==> config.mk <==
export PLATFORM = sky130hd
export DESIGN_NAME = uart_tx_frame_cfg
export DESIGN_NICKNAME = d
export VERILOG_FILES = /design/src/rtl/uart_tx_frame_cfg.sv
export SDC_FILE = /design/constraint.sdc
export NUM_CORES = 1
export LEC_CHECK = 0
export BUFFER_PORTS_ARGS = -buffer_cell sky130_fd_sc_hd__clkbuf_2
export CAP_MARGIN = 30
export CELL_PAD_IN_SITES_DETAIL_PLACEMENT = 0
export CELL_PAD_IN_SITES_GLOBAL_PLACEMENT = 1
export CORE_UTILIZATION = 44
export CTS_BUF_LIST = sky130_fd_sc_hd__clkbuf_4
export DETAILED_ROUTE_END_ITERATION = 8
export GPL_TIMING_DRIVEN = 0
export PLACE_DENSITY = 0.88
export SETUP_SLACK_MARGIN = 0.15
export SKIP_CTS_REPAIR_TIMING = 1
export SYNTH_ARGS = -nofsm -noshare
export SYNTH_HDL_FRONTEND = slang
export SYNTH_SLANG_ARGS = --single-unit
export TNS_END_PERCENT = 1
==> constraint.sdc <==
create_clock -name clk -period 2.2 [get_ports clk]
set_clock_uncertainty 0.2 [all_clocks]
set_input_delay 0.22 -clock clk [delete_from_list [all_inputs] [get_ports clk]]
set_output_delay 0.22 -clock clk [all_outputs]
set_load 0.05 [all_outputs]
==> src/rtl/uart_tx_frame_cfg.sv <==
// rtl/uart_tx_frame_cfg.sv - configurable UART transmitter with one-entry holding register
// Optional parity state and generator: define UART_TX_PARITY_EN.
module uart_tx_frame_cfg #(
    parameter int MaxDataBits = 9
) (
    input  logic                   clk,
    input  logic                   syncReset,
    input  logic                   en,
    input  logic [MaxDataBits-1:0] data,
    input  logic                   valid,
    output logic                   ready,
    input  logic [3:0]             dataBits,
    input  logic [1:0]             parityMode,
    input  logic                   stopBits,
    output logic                   out,
    output logic                   busy,
    output logic                   done
);
    typedef enum logic [2:0] {
        S_IDLE, S_START, S_DATA, S_PARITY, S_STOP1, S_STOP2
    } state_e;

    localparam logic [3:0] MaxBits = 4'(MaxDataBits);

    state_e                 state_q, state_d;
    logic                   hold_full_q, hold_full_d;
    logic [MaxDataBits-1:0] hold_data_q, hold_data_d;
    logic [3:0]             hold_bits_q, hold_bits_d;
    logic                   hold_stop2_q, hold_stop2_d;
    logic [MaxDataBits-1:0] shift_q, shift_d;
    logic [3:0]             cnt_q, cnt_d;
    logic [3:0]             cur_bits_q, cur_bits_d;
    logic                   cur_stop2_q, cur_stop2_d;
    logic                   out_q, out_d;
    logic                   load, frame_end, accept;
    logic [3:0]             bits_clamped;
    logic [MaxDataBits-1:0] bits_mask;
`ifdef UART_TX_PARITY_EN
    logic hold_par_en_q, hold_par_en_d, hold_par_odd_q, hold_par_odd_d;
    logic cur_par_en_q, cur_par_en_d, par_bit_q, par_bit_d;
`else
    logic unused_parity;
    assign unused_parity = ^parityMode;
`endif

    assign accept = valid && !hold_full_q;

    // Payload bits beyond the clamped width are zeroed so parity can use a plain reduction.
    always_comb begin
        if (dataBits < 4'd5)
            bits_clamped = 4'd5;
        else if (dataBits > MaxBits)
            bits_clamped = MaxBits;
        else
            bits_clamped = dataBits;
        for (int i = 0; i < MaxDataBits; i++)
            bits_mask[i] = (4'(i) < bits_clamped);
    end

    always_ff @(posedge clk) begin
        if (syncReset) begin
            state_q      <= S_IDLE;
            hold_full_q  <= 1'b0;
            hold_data_q  <= '0;
            hold_bits_q  <= 4'd5;
            hold_stop2_q <= 1'b0;
            shift_q      <= '0;
            cnt_q        <= 4'd0;
            cur_bits_q   <= 4'd5;
            cur_stop2_q  <= 1'b0;
            out_q        <= 1'b1;
`ifdef UART_TX_PARITY_EN
            hold_par_en_q  <= 1'b0;
            hold_par_odd_q <= 1'b0;
            cur_par_en_q   <= 1'b0;
            par_bit_q      <= 1'b0;
`endif
        end else begin
            state_q      <= state_d;
            hold_full_q  <= hold_full_d;
            hold_data_q  <= hold_data_d;
            hold_bits_q  <= hold_bits_d;
            hold_stop2_q <= hold_stop2_d;
            shift_q      <= shift_d;
            cnt_q        <= cnt_d;
            cur_bits_q   <= cur_bits_d;
            cur_stop2_q  <= cur_stop2_d;
            out_q        <= out_d;
`ifdef UART_TX_PARITY_EN
            hold_par_en_q  <= hold_par_en_d;
            hold_par_odd_q <= hold_par_odd_d;
            cur_par_en_q   <= cur_par_en_d;
            par_bit_q      <= par_bit_d;
`endif
        end
    end

    always_comb begin
        state_d   = state_q;
        load      = 1'b0;
        frame_end = 1'b0;
        if (en) begin
            case (state_q)
                S_IDLE:  state_d = S_IDLE;
                S_START: state_d = S_DATA;
                S_DATA: begin
                    if (cnt_q == 4'd0) begin
`ifdef UART_TX_PARITY_EN
                        state_d = cur_par_en_q ? S_PARITY : S_STOP1;
`else
                        state_d = S_STOP1;
`endif
                    end
                end
`ifdef UART_TX_PARITY_EN
                S_PARITY: state_d = S_STOP1;
`endif
                S_STOP1: begin
                    if (cur_stop2_q)
                        state_d = S_STOP2;
                    else
                        frame_end = 1'b1;
                end
                S_STOP2: frame_end = 1'b1;
                default: state_d = S_IDLE;
            endcase
            // A waiting payload starts its START bit on the very tick that ends the previous frame.
            if ((state_q == S_IDLE) || frame_end) begin
                if (hold_full_q) begin
                    state_d = S_START;
                    load    = 1'b1;
                end else begin
                    state_d = S_IDLE;
                end
            end
        end
    end

    always_comb begin
        hold_full_d  = hold_full_q;
        hold_data_d  = hold_data_q;
        hold_bits_d  = hold_bits_q;
        hold_stop2_d = hold_stop2_q;
        shift_d      = shift_q;
        cnt_d        = cnt_q;
        cur_bits_d   = cur_bits_q;
        cur_stop2_d  = cur_stop2_q;
`ifdef UART_TX_PARITY_EN
        hold_par_en_d  = hold_par_en_q;
        hold_par_odd_d = hold_par_odd_q;
        cur_par_en_d   = cur_par_en_q;
        par_bit_d      = par_bit_q;
`endif
        if (accept) begin
            hold_full_d  = 1'b1;
            hold_data_d  = data & bits_mask;
            hold_bits_d  = bits_clamped;
            hold_stop2_d = stopBits;
`ifdef UART_TX_PARITY_EN
            hold_par_en_d  = (parityMode == 2'b01) || (parityMode == 2'b10);
            hold_par_odd_d = (parityMode == 2'b10);
`endif
        end
        if (load) begin
            hold_full_d = 1'b0;
            shift_d     = hold_data_q;
            cur_bits_d  = hold_bits_q;
            cur_stop2_d = hold_stop2_q;
`ifdef UART_TX_PARITY_EN
            cur_par_en_d = hold_par_en_q;
            par_bit_d    = (^hold_data_q) ^ hold_par_odd_q;
`endif
        end else if (en && (state_q == S_START)) begin
            cnt_d = cur_bits_q - 4'd1;
        end else if (en && (state_q == S_DATA)) begin
            shift_d = shift_q >> 1;
            if (cnt_q != 4'd0)
                cnt_d = cnt_q - 4'd1;
        end
    end

    always_comb begin
        out_d = 1'b1;
        case (state_d)
            S_START:  out_d = 1'b0;
            S_DATA:   out_d = shift_d[0];
`ifdef UART_TX_PARITY_EN
            S_PARITY: out_d = par_bit_d;
`endif
            default:  out_d = 1'b1;
        endcase
    end

    assign out   = out_q;
    assign ready = !hold_full_q;
    assign busy  = (state_q != S_IDLE) || hold_full_q;
    assign done  = frame_end;
endmodule
==> out/results.md, run 1 <==
- **status** completed
- **cell area reported after detailed placement** 1810 um^2
- **CP bufs+invs** 2
- **Tightest Pin Transition** 0.578 ns
- **maximum frequency from static timing analysis** 502 MHz
- **maximum number of pins on one net before global-route repair** 13
- **synth top area cells** sky130_fd_sc_hd__dfxtp_1 45%, sky130_fd_sc_hd__nand2_1 7.7%, sky130_fd_sc_hd__a21oi_1 7.6%
- **# diodes** 0
- **number of cells traversed by the worst hold path** 4
- **routed via count** 1494
- **Post-synth top flop** sky130_fd_sc_hd__dfxtp_1
- **power per standard cell area** 679 nW/um^2
- **fraction of the yosys area taken by sequential cells** 44.7%
- **post-synth net total** 217
- **violation count after the first detailed-route iteration** 88
- **Max H-tree Level** 2
- **Period minus WS final** 1.99 ns
- **fraction of the cycle the final worst path needs** 90.6%
- **length in cells of the worst reg-to-reg path** 9
- **fraction of layout instances using a drive strength above 1** 17.9%
- **RR Startpoint** state_q[1]
- **clock tree root driver cell** sky130_fd_sc_hd__clkbuf_4
- **Unique masters post-synth** 39
- **row cnt** 21
- **worst slack at placement** 0.241 ns
- **Critical Setup Path Class** register to register
- **capture instance of the worst register-to-register path** cnt_q[2]
- **number of buffers created by CTS** 5
- **Num Clock Sinks** 37
- **remaining antenna violation count after routing** 0
- **ratio of routed vias to standard cells** 5.32
- **Critical Path RT** 2.28 ns
- **Layout Cells excl Fill** 281
- **Synth Area per Inst** 8.45 um^2
- **post-layout net count** 255
- **DP Wirelength** 2.63 mm
- **insertion delay of the later-clocked pin in the worst-skew pair** 0.35 ns
- **master of the slowest instance on the critical path** sky130_fd_sc_hd__dfxtp_1
- **maximum count of clock buffers along a single path** 2
- **number of optimization iterations in the first detailed-route pass** 4
- **Core Footprint** 3470 um^2
- **biggest fanout along the worst timing path** 10
- **Setup-failing EPs final** 0
- **final hold violations** 0
- **remaining global-route overflow** 0
- **critical path data arrival time** 2.08 ns
- **worst stage delay on the critical path** 0.31 ns
- **number of placed instances, taps included** 262
- **Overall Global Routing Usage** 19.8%
- **IO Port Bufs** 20
- **Filler Cells Inserted** 360
- **category of cells accounting for the largest share of critical-path delay** simple AND/OR/NAND/NOR gates
- **remaining routing DRC violations** 0
- **Layout Utilization** 57.8%
- **Min-Delay Path Class** primary input to register
- **DIE HEIGHT** 63.4 um
- **initial standard-cell utilization of the core** 47.8%
- **post-route setup slack** 0.207 ns
- **maximum resistive drop on vdd** 0.409 mV
- **worst hold slack** 0.0447 ns
- **Final Wtd Congestion** 0.861
- **Wirelength per Cell** 13.0 um
- **area of the mapped netlist** 1660 um^2
- **number of enable-type register cells in the synthesized netlist** 0
- **area of the die** 4010 um^2
- **cell-by-cell trace of the critical path** buf_2 -> nand4bb_1 -> buf_2 -> nor2_1 -> a21oi_1 -> ha_1 -> nor3b_1 -> a31oi_1 -> a21oi_1
- **static leakage** 0.761 nW
- **startpoint kind of the worst setup timing path** register
- **synth-to-layout area growth** 21.1%
- **DIE WIDTH** 63.4 um
- **setup tns final** 0 ns
- **type of element capturing the critical path** register
- **max-slew violation count** 0
- **Routed WL** 3.65 mm
- **final std cell area, no fill** 2010 um^2
- **number of max-cap violations** 0
- **capture point of the critical path** cnt_q[2]
- **Slew Limit Headroom** 61.5%
- **largest area contributor in the netlist** sky130_fd_sc_hd__dfxtp_1
- **async set-reset flop share out of synthesis** 0%
- **most common cell in the netlist** sky130_fd_sc_hd__dfxtp_1
- **depth of the critical timing path with buffers and inverters included** 9
- **flops & latches, synth** 37
- **flop2flop setup slack** 0.21 ns
- **RSZ-0062 raised after global routing** yes
- **clock slew at the register clock pins of the worst setup and hold paths** 0.11 ns
- **start point of the critical path** state_q[1]
- **most common library cells after synthesis** 37 x sky130_fd_sc_hd__dfxtp_1, 34 x sky130_fd_sc_hd__nand2_1, 25 x sky130_fd_sc_hd__a21oi_1
- **number of global-route vias before repair** 1390
- **CTS tree** yes
- **top-area cell type share of the netlist area** 44.7%
- **first-pass GRT wire length** 6.11 mm
- **boundary pin count** 24
- **Synthesis Warnings** 0
- **number of antenna violations at the first check in global routing** 0
- **overall power consumption** 1.36 mW
- **Post-Synthesis Cells** 196
sequential cells by signal, summed over array words and instances (netlist names):
name,flops
hold_data_q,9
shift_q,9
cnt_q,4
cur_bits_q,4
hold_bits_q,4
state_q,3
cur_stop2_q,1
hold_full_q,1
hold_stop2_q,1
out,1
layer usage:
metal,vias up,part of all wire [%],GRT usage [%]
met2,34,47,31.5
li1,760,-,-
met3,5,4.7,5.98
met1,695,47,25.1
met5,-,0,0
met4,0,1.5,6.82
report_power, final:
part           switching (mW)  total [mW]  internal (mW)
registers              0.0171       0.712          0.695
logic                   0.105       0.179         0.0743
clock network           0.234       0.469          0.235
cell families (layout without fill, tap and decap cells):
family / after synthesis / in the layout / synth area share (%)
and+or+nand+nor: 81 / 81 / 24.5
AOI/OAI and AO/OA: 51 / 51 / 19.3
DFF: 37 / 37 / 44.7
buffers and inverters: 17 / 56 / 4.83
muxes: 7 / 7 / 4.83
xor gates and xnor gates: 2 / 2 / 1.06
adders and majority gates: 1 / 1 / 0.755
cell type report:
cell class                      instances  area, um^2  share of cell area, %
Inverter                                5        18.8                  0.936
Clock inverter                          3        41.3                   2.06
Buffer                                 12        61.3                   3.06
Multi-Input combinational cell        142         838                   41.8
Sequential cell                        37         741                   36.9
Clock buffer                            5        37.5                   1.87
Timing Repair Buffer                   31         210                   10.5
Tap cell                               46        57.6                   2.87
tightest hold or removal path: stages:
cell and delay [ns]:
sky130_fd_sc_hd__clkbuf_2 0.10, sky130_fd_sc_hd__a21oi_1 0.04, sky130_fd_sc_hd__nor2_1 0.10, sky130_fd_sc_hd__a211o_1 0.11
layout by cell type, fill, tap and decap left out, types with 2 or more instances in the layout:
master and n:
sky130_fd_sc_hd__nand2_1 34, sky130_fd_sc_hd__dfxtp_1 37, sky130_fd_sc_hd__a211oi_1 3, sky130_fd_sc_hd__a21oi_1 25, sky130_fd_sc_hd__a211o_1 3, sky130_fd_sc_hd__inv_1 5
sky130_fd_sc_hd__nor2b_1 4, sky130_fd_sc_hd__mux2i_1 5, sky130_fd_sc_hd__nor2_1 20, sky130_fd_sc_hd__or4_1 2, sky130_fd_sc_hd__buf_2 4, sky130_fd_sc_hd__dlygate4sd3_1 11
sky130_fd_sc_hd__nor3b_1 2, sky130_fd_sc_hd__a22oi_1 7, sky130_fd_sc_hd__clkbuf_2 20, sky130_fd_sc_hd__nor3_1 2, sky130_fd_sc_hd__clkbuf_4 5, sky130_fd_sc_hd__clkbuf_1 5
sky130_fd_sc_hd__nand3_1 4, sky130_fd_sc_hd__o21ai_0 4, sky130_fd_sc_hd__a31oi_1 3, sky130_fd_sc_hd__mux2_4 2, sky130_fd_sc_hd__nand2b_1 5
worst min path at each step:
stage	startpoint	endpoint	slack, ns
final	dataBits[0]	hold_bits_q[0]	0.04
after CTS	data[4]	hold_data_q[4]	-0.14
after detailed placement	shift_q[4]	shift_q[4]	0.25
after global placement	hold_data_q[4]	hold_data_q[4]	0.24
after floorplan	data[0]	hold_data_q[0]	0.16
after global routing	dataBits[0]	hold_bits_q[0]	0.06
No activity file was read; power rests on OpenSTA's default activity.
==> inputs of run 2 (changes only) <==
--- a/config.mk
+++ b/config.mk
@@ -5,11 +5,12 @@
 export SDC_FILE = /design/constraint.sdc
 export NUM_CORES = 1
 export LEC_CHECK = 0
+export ABC_AREA = 1
 export BUFFER_PORTS_ARGS = -buffer_cell sky130_fd_sc_hd__clkbuf_2
 export CAP_MARGIN = 30
 export CELL_PAD_IN_SITES_DETAIL_PLACEMENT = 0
 export CELL_PAD_IN_SITES_GLOBAL_PLACEMENT = 1
-export CORE_UTILIZATION = 44
+export CORE_UTILIZATION = 42
 export CTS_BUF_LIST = sky130_fd_sc_hd__clkbuf_4
 export DETAILED_ROUTE_END_ITERATION = 8
 export GPL_TIMING_DRIVEN = 0
==> run 2 against run 1 <==
Worst hold slack got worse by 0.044 ns. Via count increased by 8.0%. Combinational power increased by 15%. Critical path type unchanged. Worst setup slack improved by 0.15 ns. Sequential share of layout area decreased by 1.4 points. Core utilization decreased by 5.7 points. Clock-buffer cell count increased by 3. Largest cell class unchanged. Largest power group unchanged. First-iteration DRC count increased by 33%. Global-route usage decreased by 1.6 points. Routed wire length increased by 2.2%. Die area increased by 9.8%.
==> out/results.md, run 2 <==
- **status** completed
- **number of antenna violations at the first check in global routing** 0, unchanged
- **clock tree root driver cell** sky130_fd_sc_hd__clkbuf_4
- **area of the die** 4410 um^2, +9.8%
- **boundary pin count** 24, unchanged
- **maximum resistive drop on vdd** 0.344 mV, -16%
- **Max H-tree Level** 2, unchanged
- **biggest fanout along the worst timing path** 7, -3
- **number of optimization iterations in the first detailed-route pass** 4, unchanged
- **Unique masters post-synth** 26, -33%
- **remaining antenna violation count after routing** 0, unchanged
- **number of buffers created by CTS** 5, unchanged
- **synth top area cells** sky130_fd_sc_hd__dfxtp_1 43%, sky130_fd_sc_hd__nand2_1 14%, sky130_fd_sc_hd__inv_1 7.5%
- **remaining routing DRC violations** 0, unchanged
- **Wirelength per Cell** 11.0 um, -15%
- **Critical Path RT** 2.29 ns, about the same
- **Slew Limit Headroom** 60.0%, -1.5 points
- **startpoint kind of the worst setup timing path** register
- **critical path data arrival time** 1.93 ns, -0.15 ns
- **CTS tree** yes
- **maximum number of pins on one net before global-route repair** 11, -2
- **largest registers** hold_data_q: 9 flops, shift_q: 9 flops
- **max-slew violation count** 0, unchanged
- **number of global-route vias before repair** 1353, -2.7%
- **final std cell area, no fill** 2080 um^2, +3.9%
- **fraction of the yosys area taken by sequential cells** 42.5%, -2.2 points
- **Core Footprint** 4000 um^2, +15%
- **initial standard-cell utilization of the core** 43.5%, -4.2 points
- **post-layout net count** 309, +21%
- **routed via count** 1614, +8.0%
- **commonest non-fill, non-tap cell in the layout** sky130_fd_sc_hd__nand2_1
- **number of enable-type register cells in the synthesized netlist** 0, unchanged
- **Synthesis Warnings** 0, unchanged
- **most common library cells after synthesis** 66 x sky130_fd_sc_hd__nand2_1, 37 x sky130_fd_sc_hd__dfxtp_1, 35 x sky130_fd_sc_hd__inv_1
- **area of the multi-input gates** 815 um^2, -2.8%
- **met2 Usage GRT** 30.7%, -0.78 points
- **cell area reported after detailed placement** 1900 um^2, +5.0%
- **area of the mapped netlist** 1740 um^2, +5.1%
- **sequential cell area** 741 um^2, unchanged
- **synth-to-layout area growth** 19.7%
- **async set-reset flop share out of synthesis** 0%, unchanged
- **Layout Utilization** 52.1%, -5.7 points
- **Overall Global Routing Usage** 18.1%, -1.6 points
- **clock slew at the register clock pins of the worst setup and hold paths** 0.11 ns, about the same
- **Post-Synthesis Cells** 249, +27%
- **RSZ-0062 raised after global routing** no
- **met1 track utilization from global routing** 22.0%, -3.1 points
- **met3 demand-to-capacity share in global routing** 3.10%, -2.9 points
- **largest area contributor in the netlist** sky130_fd_sc_hd__dfxtp_1
- **power per standard cell area** 628 nW/um^2, -7.5%
- **Num Clock Sinks** 37, unchanged
- **Filler Cells Inserted** 413, +15%
- **Post-synth top flop** sky130_fd_sc_hd__dfxtp_1
- **most common cell in the netlist** sky130_fd_sc_hd__nand2_1
- **first-pass GRT wire length** 5.89 mm, -3.7%
- **setup tns final** 0 ns, unchanged
- **fraction of layout instances using a drive strength above 1** 19.4%, +1.5 points
- **maximum count of clock buffers along a single path** 2, unchanged
- **maximum frequency from static timing analysis** 542 MHz, +8.0%
- **commonest cells after routing, fill and taps aside** 66 x sky130_fd_sc_hd__nand2_1, 37 x sky130_fd_sc_hd__dfxtp_1, 35 x sky130_fd_sc_hd__inv_1
- **post-synth net total** 270, +24%
- **top-area cell type share of the netlist area** 42.5%, -2.2 points
- **row cnt** 23, +9.5%
- **Min-Delay Path Class** primary input to register
- **type of element capturing the critical path** register
- **violation count after the first detailed-route iteration** 117, +33%
- **DIE WIDTH** 66.4 um, +4.8%
- **most heavily used metal layer in global routing** met2
- **remaining global-route overflow** 0, unchanged
- **ratio of routed vias to standard cells** 4.76, -10%
- **final hold violations** 0, unchanged
- **DP Wirelength** 2.61 mm, -0.50%
- **Routed WL** 3.73 mm, +2.2%
- **flops & latches, synth** 37, unchanged
- **number of max-cap violations** 0, unchanged
- **DIE HEIGHT** 66.4 um, +4.8%
- **Setup-failing EPs final** 0, unchanged
- **Final Wtd Congestion** 0.803, -6.7%
- **Tightest Pin Transition** 0.600 ns, +0.0220 ns
- **Synth Area per Inst** 6.99 um^2, -17%
- **IO Port Bufs** 20, unchanged
- **# diodes** 0, unchanged
- **fraction of the cycle the final worst path needs** 83.9%, -6.7 points
- **insertion delay of the later-clocked pin in the worst-skew pair** 0.34 ns, about the same
- **Critical Setup Path Class** register to register
- **Period minus WS final** 1.85 ns, -0.147 ns
- **static leakage** 0.960 nW, +26%
==> run 2: area by class of cell <==
type	count	area share, %
plain buffers	7	2.10
clock buffers	8	2.88
inverters	38	6.84
multi-input cells	167	39.1
flip-flops and latches	37	35.5
well taps	50	3.00
repair buffers	32	10.6
==> run 2: worst paths after layout <==
path / start / end / slack [ns] / depth (start not counted)
hold reg to reg: cur_bits_q[1] / cur_bits_q[1] / 0.26 / 2
setup / recovery: state_q[2] / cnt_q[2] / 0.35 / 9
setup reg to reg: state_q[2] / cnt_q[2] / 0.35 / 9
hold / removal: dataBits[2] / hold_bits_q[1] / 0.0004 / 3
==> run 2: stage by stage <==
| step | instances | total power [mW] | setup slack, ns | hold slack [ns] |
|---|---|---|---|---|
| finish | 339 | 1.31 | 0.354 | 0.000400 |
| global route | 339 | 1.37 | 0.185 | 0.0158 |
| CTS | 327 | 1.31 | 0.359 | -0.116 |
| detailed placement | 319 | 0.925 | 0.390 | 0.249 |
| global placement | 319 | 0.922 | 0.395 | 0.242 |
| floorplan | 249 | 0.868 | 0.533 | 0.153 |
==> run 2: where the power goes <==
group | leakage [nW] | internal [mW] | switching (mW)
Sequential | 0.302 | 0.703 | 0.0175
Clock | 0.0368 | 0.164 | 0.218
Combinational | 0.621 | 0.0769 | 0.128
==> run 2: kinds of logic after synthesis <==
| kind of cell | share of synthesized area, % |
|---|---|
| adders and majority gates | 0.718 |
| and+or+nand+nor | 30.7 |
| buffers and inverters | 10.7 |
| DFF | 42.5 |
| AOI/OAI and AO/OA | 15.4 |
==> run 2: worst max-delay path: stages (launching register included) <==
cell,delay [ns]
sky130_fd_sc_hd__dfxtp_1,0.38
sky130_fd_sc_hd__nor2_2,0.24
sky130_fd_sc_hd__nand2_2,0.15
sky130_fd_sc_hd__nand2_1,0.08
sky130_fd_sc_hd__nand2_1,0.10
sky130_fd_sc_hd__ha_1,0.23
sky130_fd_sc_hd__nand3b_1,0.16
sky130_fd_sc_hd__nand3_1,0.09
sky130_fd_sc_hd__o21ai_0,0.08
sky130_fd_sc_hd__nor2_1,0.08
==> run 2: layer usage <==
layer / wire (um) / share of wire, %
met2: 1660 / 44
met4: 78 / 2.1
met3: 133 / 3.6
met1: 1860 / 50
met5: 0 / 0
==> inputs of run 3 (changes only) <==
==> constraint.sdc (replaced) <==
create_clock -name clk -period 1.81 [get_ports clk]
set_clock_uncertainty 0.2 [all_clocks]
set_input_delay 0.181 -clock clk [delete_from_list [all_inputs] [get_ports clk]]
set_output_delay 0.181 -clock clk [all_outputs]
set_load 0.05 [all_outputs]
==> run 3 against run 2 <==
The flow now finishes with violations (hold timing). Routed wire length increased by 7.0%. Sequential cell count unchanged. Sequential power increased by 21%. Clock-buffer cell count unchanged. Sequential share of layout area decreased by 1.3 points. Register-to-register slack got worse by 0.19 ns. Critical endpoint is now busy.
==> out/results.md, run 3 (synthesis gave the netlist of run 2 again) <==
- **category of cells accounting for the largest share of critical-path delay** flip-flops
- **clock slew at the register clock pins of the worst setup and hold paths** 0.11 ns, about the same
- **DIE HEIGHT** 66.4 um, unchanged
- **startpoint kind of the worst setup timing path** register
- **RSZ-0062 raised after global routing** yes
- **met3 demand-to-capacity share in global routing** 3.10%, unchanged
- **maximum number of pins on one net before global-route repair** 11, unchanged
- **maximum frequency from static timing analysis** 609 MHz
- **Num Clock Sinks** 37, unchanged
- **Final Wtd Congestion** 0.803, unchanged
- **Layout Utilization** 55.0%, +2.9 points
- **master of the slowest instance on the critical path** sky130_fd_sc_hd__dfxtp_4
- **synth-to-layout area growth** 26.3%
- **insertion delay of the later-clocked pin in the worst-skew pair** 0.34 ns, about the same
- **Filler Cells Inserted** 401, -2.9%
- **routed via count** 1675, +3.8%
- **remaining antenna violation count after routing** 0, unchanged
- **number of cells traversed by the worst hold path** 3, unchanged
- **Tightest Pin Transition** 0.600 ns, +0.000447 ns
- **number of optimization iterations in the first detailed-route pass** 5, +1
- **boundary pin count** 24, unchanged
- **capture instance of the worst register-to-register path** cnt_q[2]
- **violations in the final reports** hold timing
- **commonest non-fill, non-tap cell in the layout** sky130_fd_sc_hd__nand2_1
- **startpoint of the worst hold path** dataBits[0]
- **Critical Setup Path Class** register to output pin
- **Critical Path RT** 1.43 ns, -0.86 ns
- **Max H-tree Level** 2, unchanged
- **met2 Usage GRT** 30.7%, unchanged
- **most heavily used metal layer in global routing** met2
- **number of global-route vias before repair** 1353, unchanged
- **Slew Limit Headroom** 60.0%, about the same
- **remaining routing DRC violations** 0, unchanged
- **number of buffers created by CTS** 5, unchanged
- **violation count after the first detailed-route iteration** 106, -9.4%
- **cell-by-cell trace of the critical path** nor2_4 -> nand2_2 -> inv_1 -> nand2_1 -> buf_2
- **type of element capturing the critical path** output pin
- **post-layout net count** 316, +2.3%
- **first-pass GRT wire length** 5.89 mm, unchanged
- **row cnt** 23, unchanged
- **Routed WL** 3.99 mm, +7.0%
- **maximum resistive drop on vdd** 0.465 mV, +35%
- **final std cell area, no fill** 2200 um^2, +5.5%
- **hold endpoint** hold_bits_q[0]
- **Wirelength per Cell** 11.5 um, +4.8%
- **# diodes** 0, unchanged
- **power per standard cell area** 731 nW/um^2, +16%
- **area of the die** 4410 um^2, unchanged
- **DP Wirelength** 2.61 mm, unchanged
- **Min-Delay Path Class** primary input to register
- **commonest cells after routing, fill and taps aside** 64 x sky130_fd_sc_hd__nand2_1, 34 x sky130_fd_sc_hd__dfxtp_1, 33 x sky130_fd_sc_hd__inv_1
- **biggest fanout along the worst timing path** 5, -2
- **final hold violations** 2, +2
- **number of antenna violations at the first check in global routing** 0, unchanged
- **max-slew violation count** 0, unchanged
- **ratio of routed vias to standard cells** 4.84, +1.7%
- **flop2flop setup slack** 0.17 ns, -0.19 ns
- **largest registers** hold_data_q: 9 flops, shift_q: 9 flops
- **Core Footprint** 4000 um^2, unchanged
- **met1 track utilization from global routing** 22.0%, unchanged
- **DIE WIDTH** 66.4 um, unchanged
- **remaining global-route overflow** 0, unchanged
- **IO Port Bufs** 20, unchanged
- **fraction of the cycle the final worst path needs** 90.7%
- **Setup-failing EPs final** 0, unchanged
- **critical path data arrival time** 1.26 ns, -0.67 ns
- **status** finished with violations
- **maximum count of clock buffers along a single path** 2, unchanged
- **worst hold slack** -0.0343 ns, -0.0347 ns
- **cell area reported after detailed placement** 1900 um^2, unchanged
- **Overall Global Routing Usage** 18.1%, unchanged
- **clock tree root driver cell** sky130_fd_sc_hd__clkbuf_4
- **worst stage delay on the critical path** 0.39 ns, about the same
- **fraction of layout instances using a drive strength above 1** 23.6%, +4.3 points
- **overall power consumption** 1.61 mW, +23%
- **initial standard-cell utilization of the core** 43.5%, unchanged
- **CTS tree** yes
- **number of max-cap violations** 0, unchanged
- **static leakage** 0.998 nW, +4.0%
- **length in cells of the worst reg-to-reg path** 9, unchanged
- **CP bufs+invs** 2, +2
- **RR Startpoint** state_q[1]
- **Period minus WS final** 1.64 ns
-- run 3: changes by cell type in the layout (fill, tap and decap cells not counted), sizes merged --
| cell | before | now |
|---|---|---|
| dlygate4sd3 | 12 | 14 |
| buf | 4 | 11 |
| clkbuf | 31 | 29 |
-- run 3: per-stage QoR --
| stage | setup slack [ns] | instances | TNS, ns |
|---|---|---|---|
| after floorplan | 0.182 | 249 | 0 |
| after detailed placement | -0.000222 | 319 | -0.000222 |
| final | 0.169 | 346 | 0 |
| after CTS | -0.0314 | 327 | -0.0314 |
| after global routing | 0.0332 | 346 | 0 |
| after global placement | 0.00540 | 319 | 0 |
-- run 3: worst max-delay path by stage --
stage,startpoint,end,cells after the start,slack (ns)
finish,state_q[2],busy,5,0.17
global route,state_q[1],cnt_q[2],9,0.03
CTS,state_q[2],cnt_q[2],9,-0.03
detailed placement,state_q[2],cnt_q[2],9,-0.0002
global placement,state_q[2],cnt_q[2],9,0.005
floorplan,state_q[2],done,4,0.18
-- run 3: routing by layer --
layer  wire length (um)  part of all wire [%]
met3                151                   3.8
met1               1910                    48
met4                 56                   1.4
met2               1870                    47
met5                  0                     0
-- run 3: cell type report --
type	count	area [um^2]	share of cell area, %
plain buffers	7	43.8	1.99
well taps	50	62.6	2.84
multi-input cells	167	852	38.7
clock buffers	8	60.1	2.73
flip-flops and latches	37	752	34.2
repair buffers	39	284	12.9
inverters	38	145	6.60
-- run 3: power breakdown --
group / switching (mW) / internal (mW) / leakage (nW) / total [mW]
clock network: 0.264 / 0.200 / 0.0368 / 0.464
logic: 0.163 / 0.106 / 0.656 / 0.269
registers: 0.0224 / 0.852 / 0.305 / 0.874
-- run 3: worst min-delay path: cells and delay by family --
family          cells  cell delay [ns]
buf+inv             1             0.11
compound gates      2             0.19
